## src/rtl/hazard_controller_pkg.sv

```systemverilog
// Shared pipeline hazard definitions: FSM state encoding, stall/flush select constants, load-use helper.
// Latency: n/a (types, constants and a pure function only).
// Backpressure: n/a.
package hazard_controller_pkg;

    localparam int MD_CNT_W = 6;   // wide enough for MD_CYCLES up to 63

    typedef enum logic [1:0] {
        ST_IDLE     = 2'd0,
        ST_MD_RUN   = 2'd1,
        ST_MEM_WAIT = 2'd2
    } hz_state_e;

    // Stall/flush select bundle driven to the pipeline registers.
    typedef struct packed {
        logic stall_f;
        logic stall_d;
        logic stall_e;
        logic stall_m;
        logic flush_d;
        logic flush_e;
    } hz_ctrl_t;

    localparam hz_ctrl_t CTRL_NONE = '{stall_f: 1'b0, stall_d: 1'b0, stall_e: 1'b0,
                                       stall_m: 1'b0, flush_d: 1'b0, flush_e: 1'b0};
    // Data memory not ready: freeze the whole pipe.
    localparam hz_ctrl_t CTRL_STALL_ALL = '{stall_f: 1'b1, stall_d: 1'b1, stall_e: 1'b1,
                                            stall_m: 1'b1, flush_d: 1'b0, flush_e: 1'b0};
    // Mul/div in E: hold F/D/E, let M drain.
    localparam hz_ctrl_t CTRL_MD = '{stall_f: 1'b1, stall_d: 1'b1, stall_e: 1'b1,
                                     stall_m: 1'b0, flush_d: 1'b0, flush_e: 1'b0};
    // Taken branch in E: kill the two younger instructions.
    localparam hz_ctrl_t CTRL_BRANCH = '{stall_f: 1'b0, stall_d: 1'b0, stall_e: 1'b0,
                                         stall_m: 1'b0, flush_d: 1'b1, flush_e: 1'b1};
    // Load-use: hold F/D, inject one bubble into E.
    localparam hz_ctrl_t CTRL_LOAD_USE = '{stall_f: 1'b1, stall_d: 1'b1, stall_e: 1'b0,
                                           stall_m: 1'b0, flush_d: 1'b0, flush_e: 1'b1};

    // A load writing x0 never produces a usable value, so it never stalls.
    function automatic logic load_use(
        input logic       mem_rd,
        input logic [4:0] rd,
        input logic [4:0] rs1,
        input logic [4:0] rs2,
        input logic       rs1_used,
        input logic       rs2_used
    );
        return mem_rd && (rd != 5'd0) &&
               ((rs1_used && (rs1 == rd)) || (rs2_used && (rs2 == rd)));
    endfunction

endpackage

```

## src/rtl/hazard_controller_md_counter.sv

```systemverilog
// Mul/div occupancy counter: load, decrement to zero, or freeze; exposes a zero flag.
// Latency: count updates on the next rising edge; o_zero is combinational from the count.
// Backpressure: holds its value whenever neither load nor decrement is asserted.
// Ports: clk/rst (sync, active-high), i_load + i_load_val, i_dec, o_zero.
module md_counter #(
    parameter int W = 6
) (
    input  logic         clk,
    input  logic         rst,
    input  logic         i_load,
    input  logic [W-1:0] i_load_val,
    input  logic         i_dec,
    output logic         o_zero
);

    logic [W-1:0] r_count;

    always_ff @(posedge clk) begin
        if (rst) begin
            r_count <= '0;
        end else if (i_load) begin
            r_count <= i_load_val;
        end else if (i_dec && (r_count != '0)) begin
            r_count <= r_count - W'(1);
        end
    end

    assign o_zero = (r_count == '0);

endmodule

```

## src/rtl/hazard_controller.sv

```systemverilog
// Pipeline hazard controller: load-use stall, branch flush, multi-cycle mul/div hold, data-memory wait.
// Latency: stall/flush are combinational from state+inputs; md_start/md_busy are registered (state only).
// Backpressure: dmem_ready=0 with M_mem_req freezes all stages and the mul/div counter.
// Ports: clk, rst; D_E_* / F_D_* hazard sources; E_branch_taken, E_md_valid; M_mem_req, dmem_ready;
//        stall_F/D/E/M, flush_D/E, md_start, md_busy.
module hazard_controller
    import hazard_controller_pkg::*;
#(
    parameter int MD_CYCLES = 32
) (
    input  logic       clk,
    input  logic       rst,
    input  logic       D_E_mem_rd,
    input  logic [4:0] D_E_rd_index,
    input  logic [4:0] F_D_rs1_index,
    input  logic [4:0] F_D_rs2_index,
    input  logic       F_D_rs1_used,
    input  logic       F_D_rs2_used,
    input  logic       E_branch_taken,
    input  logic       E_md_valid,
    input  logic       M_mem_req,
    input  logic       dmem_ready,
    output logic       stall_F,
    output logic       stall_D,
    output logic       stall_E,
    output logic       stall_M,
    output logic       flush_D,
    output logic       flush_E,
    output logic       md_start,
    output logic       md_busy
);

    // The launch cycle is itself a held cycle, so the counter starts one short.
    localparam logic [MD_CNT_W-1:0] MD_LOAD = MD_CNT_W'(MD_CYCLES - 1);

    hz_state_e r_state;
    hz_state_e r_saved;
    logic      r_md_start;
    logic      r_md_busy;

    hz_state_e w_eff_state;
    hz_state_e w_next_state;
    hz_state_e w_next_saved;
    hz_ctrl_t  w_ctrl;
    logic      w_mem_wait;
    logic      w_lu;
    logic      w_cnt_load;
    logic      w_cnt_dec;
    logic      w_cnt_zero;
    logic      w_launch;

    assign w_mem_wait = M_mem_req && !dmem_ready;
    assign w_lu       = load_use(D_E_mem_rd, D_E_rd_index, F_D_rs1_index, F_D_rs2_index,
                                 F_D_rs1_used, F_D_rs2_used);

    // MEM_WAIT is a wrapper around the interrupted state: once memory is ready
    // the cycle behaves exactly as the saved state would.
    assign w_eff_state = (r_state == ST_MEM_WAIT) ? r_saved : r_state;

    always_comb begin
        w_ctrl       = CTRL_NONE;
        w_next_state = w_eff_state;
        w_next_saved = r_saved;
        w_cnt_load   = 1'b0;
        w_cnt_dec    = 1'b0;
        w_launch     = 1'b0;
        if (w_mem_wait) begin
            w_ctrl       = CTRL_STALL_ALL;
            w_next_state = ST_MEM_WAIT;
            w_next_saved = w_eff_state;
        end else if (w_eff_state == ST_MD_RUN) begin
            // Final cycle releases the stalls so the result leaves E next edge.
            if (w_cnt_zero) begin
                w_next_state = ST_IDLE;
            end else begin
                w_ctrl    = CTRL_MD;
                w_cnt_dec = 1'b1;
            end
        end else if (E_md_valid) begin
            // Mul/div beats a simultaneous branch.
            w_ctrl       = CTRL_MD;
            w_cnt_load   = 1'b1;
            w_launch     = 1'b1;
            w_next_state = ST_MD_RUN;
        end else if (E_branch_taken) begin
            w_ctrl = CTRL_BRANCH;
        end else if (w_lu) begin
            w_ctrl = CTRL_LOAD_USE;
        end
    end

    always_ff @(posedge clk) begin
        if (rst) begin
            r_state    <= ST_IDLE;
            r_saved    <= ST_IDLE;
            r_md_start <= 1'b0;
            r_md_busy  <= 1'b0;
        end else begin
            r_state    <= w_next_state;
            r_saved    <= w_next_saved;
            r_md_start <= w_launch;
            r_md_busy  <= (w_next_state == ST_MD_RUN) ||
                          ((w_next_state == ST_MEM_WAIT) && (w_next_saved == ST_MD_RUN));
        end
    end

    md_counter #(
        .W (MD_CNT_W)
    ) u_md_counter (
        .clk        (clk),
        .rst        (rst),
        .i_load     (w_cnt_load),
        .i_load_val (MD_LOAD),
        .i_dec      (w_cnt_dec),
        .o_zero     (w_cnt_zero)
    );

    assign stall_F  = w_ctrl.stall_f;
    assign stall_D  = w_ctrl.stall_d;
    assign stall_E  = w_ctrl.stall_e;
    assign stall_M  = w_ctrl.stall_m;
    assign flush_D  = w_ctrl.flush_d;
    assign flush_E  = w_ctrl.flush_e;
    assign md_start = r_md_start;
    assign md_busy  = r_md_busy;

endmodule

```

## config.mk

```make
export PLATFORM = sky130hd
export DESIGN_NAME = hazard_controller
export DESIGN_NICKNAME = d
export VERILOG_FILES = /design/src/rtl/hazard_controller_pkg.sv /design/src/rtl/hazard_controller_md_counter.sv /design/src/rtl/hazard_controller.sv
export SDC_FILE = /design/constraint.sdc
export NUM_CORES = 1
export LEC_CHECK = 0
export ABC_AREA = 0
export CORE_MARGIN = 10
export CORE_UTILIZATION = 45
export DETAILED_ROUTE_END_ITERATION = 10
export GPL_ROUTABILITY_DRIVEN = 0
export PLACE_DENSITY = 0.82
export SLEW_MARGIN = 0
export SYNTH_ARGS = -nofsm -noshare
export SYNTH_HDL_FRONTEND = slang
export SYNTH_SLANG_ARGS = --single-unit
```

## constraint.sdc

```tcl
create_clock -name clk -period 5.05 [get_ports clk]
set_input_delay 0.505 -clock clk [delete_from_list [all_inputs] [get_ports clk]]
set_output_delay 0.505 -clock clk [all_outputs]
set_load 0.01 [all_outputs]
```

==> impl_metrics.json, run 1 <==
{
  "outcome": "finished clean",
  "ys_types": 45,
  "post-route-min-period_ps": 3390,
  "stdcell_count": 151,
  "leakage_nw": 0.443,
  "area_delta_synth_final_pct": 41.0,
  "yosysMostFrequentCell": "dfxtp_1",
  "yosys_warnings": 0,
  "synth_ff_type": "dfxtp_1",
  "fmax_ghz": 0.295,
  "yosys.area.top_type_share_pct": 28.4,
  "grt_max_degree": 14,
  "ir_worst_vdd_v": 0.000138,
  "synth-seq-area-share_pct": 28.4,
  "grt_setup_unrepaired": "no",
  "worstPathArrival_ps": 2880,
  "end_kind": "output pin",
  "path_class": "in -> out",
  "layout.nets": 152,
  "synth_fa_ha_area_share_pct": 1.48,
  "drt_iter0_markers": 16,
  "antenna_found_initial": 0,
  "critPathMaxFanout": 11,
  "syn_area_um2": 846,
  "synth_enable_flop_cells": 0,
  "postRouteAntennaNets": 0,
  "grt_pass1_wl_mm": 3.62,
  "synth_top_family_by_area": "simple AND/OR/NAND/NOR gates",
  "dieWidth_um": 63.4,
  "startpoint_type": "input port",
  "hold_class": "reg -> reg",
  "dr.pass1.iters": 4,
  "grt_overflow_total": 0,
  "cts_made_buffers": 3,
  "slowest_stage": "or4_1",
  "placedCellCount": 147,
  "syn_area_per_cell_um2": 8.81,
  "rows": 15,
  "skew_ps": 2.62,
  "hold_violations": 0,
  "root_buffer": "clkbuf_4",
  "slew_violations": 0,
  "worst_pin_slew_ps": 440,
  "relSlewSlack_pct": 70.6,
  "core_area_um2": 1750,
  "async_flop_share_pct": 0,
  "drc": 0,
  "crit_buf_inv": 3,
  "syn_inst": 96,
  "drive_above_1_share_pct": 11.1,
  "hpwl_mm": 1.83,
  "io_buffer_count": 31,
  "cts_buffer_depth": 2,
  "fp.dieH_um": 63.4,
  "netlist_top_cells_area": "dfxtp_1, xor2_1, nor3_1, a211oi_1, nand4bb_4",
  "finalCritPeriodShare_pct": 67.1,
  "floorplan.initialDensity_pct": 48.5,
  "diodes": 0,
  "vias": 805,
  "crit_chain": "clkdlybuf4s50_1 > nand2b_1 > clkinv_1 > or4_1 > o21bai_1 > clkdlybuf4s50_1",
  "pin_count": 32,
  "grt_pass1_vias": 789,
  "totalWireLength_mm": 2.21,
  "via_per_inst": 5.33,
  "syn-num-nets": 121,
  "yosys.area_share.simple_pct": 29.1,
  "totalNegativeSetupSlack_ps": 0,
  "post_cts_resized": 0,
  "yosysTopAreaCell": "dfxtp_1",
  "finalSetupViolations": 0,
  "crit_path_max_incr_delay_ps": 560,
  "synth-seq-cells": 12,
  "h-tree-depth": 1,
  "grt.total_usage_pct": 10.9,
  "wl_per_cell_um": 14.7,
  "clk-insertion-delay-late_ps": 270,
  "dieArea_um2": 4010,
  "cts_tree": "yes",
  "cts_hold_buffers": 0,
  "synth_commonest_cells": "dfxtp_1, nor3_1, xor2_1, a211oi_1, nand2_1",
  "required_ps": 4550,
  "powerDensity_nw_per_um2": 229,
  "synthMuxAreaShare_pct": 2.51,
  "cts.reportedPaths.clkPinSlew_ps": 80,
  "cts_num_sinks": 12,
  "synthXorXnorAreaFrac_pct": 10.4,
  "synth-compound-area-share_pct": 22.2,
  "cp_common_cell": "clkdlybuf4s50_1",
  "post_cts_buffers": 0,
  "maxCapViolCount": 0,
  "crit_family": "buffers and inverters"
}
## flip-flops by register name, summed over array words and instances, names as in the netlist
name and cells:
u_md_counter.r_count 6, r_saved 2, r_state 2, md_busy 1
md_start 1
## worst paths after layout
kind / from / endpoint / slack, ps / cells past startpoint
setup / recovery: dmem_ready / flush_E / 1660 / 6
hold / removal: u_md_counter.r_count[0]$_SDFFE_PP0P_ / u_md_counter.r_count[0]$_SDFFE_PP0P_ / 520 / 1
setup reg to reg: u_md_counter.r_count[0]$_SDFFE_PP0P_ / u_md_counter.r_count[5]$_SDFFE_PP0P_ / 3240 / 6
hold reg to reg: u_md_counter.r_count[0]$_SDFFE_PP0P_ / u_md_counter.r_count[0]$_SDFFE_PP0P_ / 520 / 1
## kinds of logic after synthesis
logic type                 Yosys count
and+or+nand+nor                     37
DFF                                 12
adders and majority gates            1
xor gates and xnor gates            10
AOI/OAI and AO/OA                   24
buffers and inverters               10
muxes                                2
## per-stage QoR
stage          cell area, µm²  power (mW)  hold WS, ps  utilization, %  setup WS, ps
3_3_place_gp             1160       0.198          495            66.2          1710
5_1_grt                  1190       0.292          535            68.3          1550
2_1_floorplan             846       0.161          468               -          2950
3_5_place_dp             1160       0.199          498            66.2          1650
4_1_cts                  1190       0.276          509            68.3          1640
6_report                 1190       0.273          517            68.3          1660
## cells in the final DEF (no fill, tap or decap), types with 3 or more instances in the layout
master           instances
nor2_1                   4
xor2_1                   8
a21oi_1                  4
nor3_1                   8
o21ai_0                  4
inv_1                    4
clkdlybuf4s50_1         31
nand2_1                  5
a211oi_1                 5
clkbuf_4                 3
dfxtp_1                 12
## report_power, final
group | internal (mW) | switching (mW) | total [mW]
logic | 0.0480 | 0.0385 | 0.0865
clock network | 0.0438 | 0.0321 | 0.0759
registers | 0.102 | 0.00828 | 0.110
total | 0.194 | 0.0789 | 0.273
## layer usage
layer	part of all wire (%)	track usage [%]
met5	0	0
met4	0.27	2.46
met3	2.3	3.89
met2	55	20.0
met1	43	11.6
## cell type report
| cell class | count | area, µm² |
|---|---|---|
| multi-input cells | 74 | 556 |
| fillers | 141 | 553 |
| repair buffers | 31 | 310 |
| flip-flops and latches | 12 | 240 |
| clock buffers | 4 | 36.3 |
| well taps | 25 | 31.3 |
| inverters | 5 | 18.8 |
Power figures use the tool's default switching activity.
==> run 2: changes to the inputs <==
--- a/config.mk
+++ b/config.mk
@@ -7,10 +7,10 @@
 export LEC_CHECK = 0
 export ABC_AREA = 0
 export CORE_MARGIN = 10
-export CORE_UTILIZATION = 45
+export CORE_UTILIZATION = 43
 export DETAILED_ROUTE_END_ITERATION = 10
 export GPL_ROUTABILITY_DRIVEN = 0
-export PLACE_DENSITY = 0.82
+export PLACE_DENSITY = 0.78
 export SLEW_MARGIN = 0
 export SYNTH_ARGS = -nofsm -noshare
 export SYNTH_HDL_FRONTEND = slang
==> constraint.sdc (replaced) <==
create_clock -name clk -period 3.51 [get_ports clk]
set_input_delay 0.351 -clock clk [delete_from_list [all_inputs] [get_ports clk]]
set_output_delay 0.351 -clock clk [all_outputs]
set_load 0.01 [all_outputs]
==> run 2 against run 1 <==
  * Register-to-register slack lost 1600 ps
  * Cell area grew 0.63%
  * Routed wire length grew 3.8%
  * Clock power grew 46%
  * Worst hold slack gained 3.5 ps
  * Combinational power grew 47%
  * Critical endpoint unchanged
==> impl_metrics.json, run 2 (same netlist as run 1, synthesis figures left out) <==
{
  "holdCritStartpoint": "u_md_counter.r_count[4]$_SDFFE_PP0P_",
  "startpoint_type": "input port",
  "p_seq_share_pct": 40.1,
  "hpwl_mm": 1.91,
  "placedInstanceArea_um2": 1160,
  "stdcell_count": 152,
  "crit_buf_inv": 3,
  "clockPowerShare_pct": 28.0,
  "grt_setup_unrepaired": "no",
  "io_buffer_count": 31,
  "relSlewSlack_pct": 68.3,
  "top_regs": "u_md_counter.r_count: 6 flops, r_saved: 2 flops, r_state: 2 flops",
  "rows": 15,
  "grt_pass1_vias": 814,
  "top_register": "u_md_counter.r_count",
  "cp-startpoint": "dmem_ready",
  "h-tree-depth": 1,
  "postRouteAntennaNets": 0,
  "via_per_inst": 5.38,
  "grt.total_usage_pct": 11.1,
  "post_cts_buffers": 0,
  "cts_tree": "yes",
  "grt_pass1_wl_mm": 3.75,
  "end_kind": "output pin",
  "switching_power_mw": 0.116,
  "cts.reportedPaths.clkPinSlew_ps": 80,
  "final_common_cell": "clkdlybuf4s50_1",
  "p_sw_share_pct": 29.4,
  "powerDensity_nw_per_um2": 330,
  "mostFrequentLayoutCells": "clkdlybuf4s50_1, dfxtp_1, xor2_1, nor3_1",
  "hold_violations": 0,
  "fp.dieH_um": 64.4,
  "worstPathArrival_ps": 2470,
  "pin_count": 32,
  "dieWidth_um": 64.4,
  "core_area_um2": 1800,
  "p_total_mw": 0.396,
  "leakage_nw": 0.448,
  "cts_buffer_depth": 2,
  "slew_violations": 0,
  "maxCapViolCount": 0,
  "drive_above_1_share_pct": 11.8,
  "comb_power_share_pct": 32.0,
  "path_class": "in -> out",
  "outcome": "finished clean",
  "largest_reg_flops": 6,
  "antenna_found_initial": 0,
  "root_buffer": "clkbuf_4",
  "cts_hold_buffers": 0,
  "wl_per_cell_um": 15.1,
  "layout.nets": 153,
  "grt_overflow_total": 0,
  "cts_made_buffers": 3,
  "drc": 0,
  "post_cts_resized": 0,
  "cts_num_sinks": 12,
  "worst_pin_slew_ps": 474,
  "diodes": 0,
  "placedCellCount": 148,
  "finalSetupViolations": 0,
  "crit_chain": "clkdlybuf4s50_1 > nand2b_1 > clkinv_1 > or4_1 > o21bai_1 > clkdlybuf4s50_1",
  "dr.pass1.iters": 4,
  "totalWireLength_mm": 2.30,
  "totalNegativeSetupSlack_ps": 0,
  "design_area_um2": 1200,
  "fmax_ghz": 0.355,
  "clk-insertion-delay-late_ps": 270,
  "ir_worst_vdd_v": 0.000362,
  "r2r_start": "u_md_counter.r_count[0]$_SDFFE_PP0P_",
  "finalCritPeriodShare_pct": 80.3,
  "slowest_stage": "clkdlybuf4s50_1",
  "floorplan.initialDensity_pct": 46.9,
  "crit_path_max_incr_delay_ps": 560,
  "crit_family": "buffers and inverters",
  "dieArea_um2": 4140,
  "required_ps": 3160,
  "vias": 818,
  "skew_ps": 0.559,
  "hold_class": "reg -> reg",
  "critPathMaxFanout": 11,
  "post-route-min-period_ps": 2820,
  "area_delta_synth_final_pct": 41.9,
  "p_int_mw": 0.280,
  "cp_common_cell": "clkdlybuf4s50_1",
  "grt_max_degree": 14,
  "drt_iter0_markers": 13
}
==> run 2: changes by cell type in the layout (fill, tap and decap cells not counted), sizes merged <==
cell	change
buf	+1
==> run 2: layout make-up <==
cell class | count | area [µm²]
timing repair buffer | 32 | 318
multi-input combinational | 74 | 556
clock buffer | 4 | 36.3
sequential | 12 | 240
tap | 25 | 31.3
fill | 159 | 602
inverter | 5 | 18.8
==> run 2: through the flow <==
stage | hold WS, ps | setup slack [ps] | util [%]
CTS | 518 | 692 | 66.6
detailed placement | 504 | 690 | 64.6
global placement | 496 | 725 | 64.6
global route | 545 | 570 | 66.6
floorplan | 468 | 1630 | -
finish | 521 | 691 | 66.6
==> run 2: power groups by stage <==
stage	sequential [mW]	clock [mW]	combinational, mW
6_report	0.159	0.111	0.127
5_1_grt	0.160	0.124	0.139
4_1_cts	0.159	0.113	0.127
3_5_place_dp	0.162	0	0.126
3_3_place_gp	0.161	0	0.123
2_1_floorplan	0.160	0	0.0723
==> run 2: path summary, 6_finish.rpt <==
check,end,slack (ps),cells after the start
worst min register to register,u_md_counter.r_count[4]$_SDFFE_PP0P_,520,2
worst max register to register,u_md_counter.r_count[5]$_SDFFE_PP0P_,1690,6
worst min-delay path,u_md_counter.r_count[4]$_SDFFE_PP0P_,520,2
worst max-delay path,flush_E,690,6
==> run 2: worst register-to-register path, delay by kind of cell, from the launching register on <==
family	cells	cell delay (ps)
adder cells (fa/ha/maj)	1	220
multiplexers	1	320
flip-flops	1	390
buffers and inverters	1	60
AO/OA/AOI/OAI	1	420
AND/OR/NAND/NOR	2	300
==> run 2: metal layers <==
| metal | track usage (%) | share of wire [%] | vias up |
|---|---|---|---|
| li1 | - | - | 423 |
| met1 | 11.5 | 42 | 383 |
| met2 | 21.2 | 54 | 10 |
| met3 | 3.83 | 2.9 | 2 |
| met4 | 1.60 | 0.30 | 0 |
| met5 | 0 | 0 | - |
==> run 3: changes to the inputs <==
==> constraint.sdc (replaced) <==
create_clock -name clk -period 2.9 [get_ports clk]
set_input_delay 0.29 -clock clk [delete_from_list [all_inputs] [get_ports clk]]
set_output_delay 0.29 -clock clk [all_outputs]
set_load 0.01 [all_outputs]
==> run 3 against run 2 <==
  * Clock power rose by 23%
  * Critical endpoint unchanged
  * Routed wire length rose by 3.7%
  * Critical path type is now reg -> out
  * Register-to-register slack lost 580 ps
  * Sequential share of layout area fell by 0.12 points
  * Core utilization rose by 0.42 points
  * Total power increased by 22%
  * Clock skew hardly changed
  * Critical path depth fell by 1
==> impl_metrics.json, run 3 (same netlist as run 1, synthesis figures left out) <==
{
  "required_ps": 2610,
  "root_buffer": "clkbuf_4",
  "critPathMaxFanout": 9,
  "hold_violations": 0,
  "worstPathArrival_ps": 2390,
  "powerDensity_nw_per_um2": 400,
  "postRouteAntennaNets": 0,
  "post-route-min-period_ps": 2680,
  "grt.total_usage_pct": 11.6,
  "diodes": 0,
  "wl_per_cell_um": 15.6,
  "via_per_inst": 5.48,
  "drt_iter0_markers": 22,
  "relSlewSlack_pct": 68.9,
  "dieWidth_um": 64.4,
  "drive_above_1_share_pct": 12.5,
  "dieArea_um2": 4140,
  "leakage_nw": 0.453,
  "totalWireLength_mm": 2.38,
  "totalNegativeSetupSlack_ps": 0,
  "area_delta_synth_final_pct": 42.8,
  "clk-insertion-delay-late_ps": 280,
  "fp.dieH_um": 64.4,
  "cts.reportedPaths.clkPinSlew_ps": 80,
  "cts_hold_buffers": 0,
  "top_register": "u_md_counter.r_count",
  "drc": 0,
  "top_regs": "u_md_counter.r_count: 6 flops, r_saved: 2 flops, r_state: 2 flops",
  "grt_overflow_total": 0,
  "post_cts_buffers": 0,
  "vias": 838,
  "rows": 15,
  "path_class": "reg -> out",
  "worst_pin_slew_ps": 466,
  "core_area_um2": 1800,
  "grt_pass1_vias": 800,
  "finalCritPeriodShare_pct": 92.4,
  "ir_worst_vdd_v": 0.000382,
  "maxCapViolCount": 0,
  "grt_pass1_wl_mm": 3.85,
  "startpoint_type": "register",
  "dr.pass1.iters": 4,
  "fmax_ghz": 0.373,
  "hpwl_mm": 1.94,
  "post_cts_resized": 0,
  "cts_buffer_depth": 2,
  "fillers": 145,
  "cts_made_buffers": 3,
  "cts_num_sinks": 12,
  "largest_reg_flops": 6,
  "grt_setup_unrepaired": "no",
  "whs_ps": 519,
  "hold_class": "reg -> reg",
  "grt_max_degree": 14,
  "io_buffer_count": 31,
  "cts_tree": "yes",
  "mostFrequentLayoutCells": "clkdlybuf4s50_1, dfxtp_1, xor2_1, nor3_1",
  "finalSetupViolations": 0,
  "layout.nets": 154,
  "h-tree-depth": 1,
  "antenna_found_initial": 0,
  "pin_count": 32,
  "fin_util_pct": 67.0,
  "final_common_cell": "clkdlybuf4s50_1",
  "outcome": "finished clean",
  "end_kind": "output pin",
  "skew_ps": 0.792,
  "floorplan.initialDensity_pct": 46.9,
  "slew_violations": 0
}
[run 3: cell count changes in the layout (fill, tap and decap cells not counted)]
cell / before / now
buf_4: 1 / 2
[run 3: layer usage]
layer / wire length, µm / global-route usage [%] / part of all wire, % / vias up
li1: - / - / - / 426
met1: 1020 / 12.9 / 43 / 402
met2: 1290 / 20.3 / 54 / 8
met3: 67 / 4.36 / 2.8 / 2
met4: 9 / 2.41 / 0.38 / 0
met5: 0 / 0 / 0 / -
[run 3: layout make-up]
type                    count  area, µm²  share of cell area [%]
inverters                   5       18.8                    1.55
repair buffers             33        325                    26.9
flip-flops and latches     12        240                    19.9
well taps                  25       31.3                    2.59
multi-input cells          74        556                    46.0
clock buffers               4       36.3                    3.01
[run 3: worst paths after layout]
check	from	to	slack [ps]	depth (start not counted)
max	r_state[1]$_SDFF_PP0_	flush_E	220	5
min	u_md_counter.r_count[0]$_SDFFE_PP0P_	u_md_counter.r_count[0]$_SDFFE_PP0P_	520	1
max reg2reg	u_md_counter.r_count[0]$_SDFFE_PP0P_	u_md_counter.r_count[5]$_SDFFE_PP0P_	1110	6
min reg2reg	u_md_counter.r_count[0]$_SDFFE_PP0P_	u_md_counter.r_count[0]$_SDFFE_PP0P_	520	1
[run 3: where the power goes]
group | internal [mW] | leakage (nW) | total (mW) | switching (mW)
logic | 0.0855 | 0.333 | 0.154 | 0.0685
registers | 0.178 | 0.0991 | 0.192 | 0.0144
clock network | 0.0765 | 0.0210 | 0.137 | 0.0607
[run 3: critical path, cell delays in order, from the launching register on]
cell and delay [ps]:
dfxtp_1 540, nand2b_2 240, nand2_1 140, or4_1 480, o21bai_1 140, clkdlybuf4s50_1 570
[run 3: stage by stage]
| stage | total power [mW] | std cells | worst slack (ps) | instance area, µm² |
|---|---|---|---|---|
| after floorplan | 0.281 | 96 | 1090 | 846 |
| after global placement | 0.346 | 149 | 336 | 1170 |
| after detailed placement | 0.350 | 149 | 305 | 1170 |
| after CTS | 0.487 | 153 | 226 | 1210 |
| after global routing | 0.520 | 153 | 83.2 | 1210 |
| final | 0.484 | 153 | 220 | 1210 |
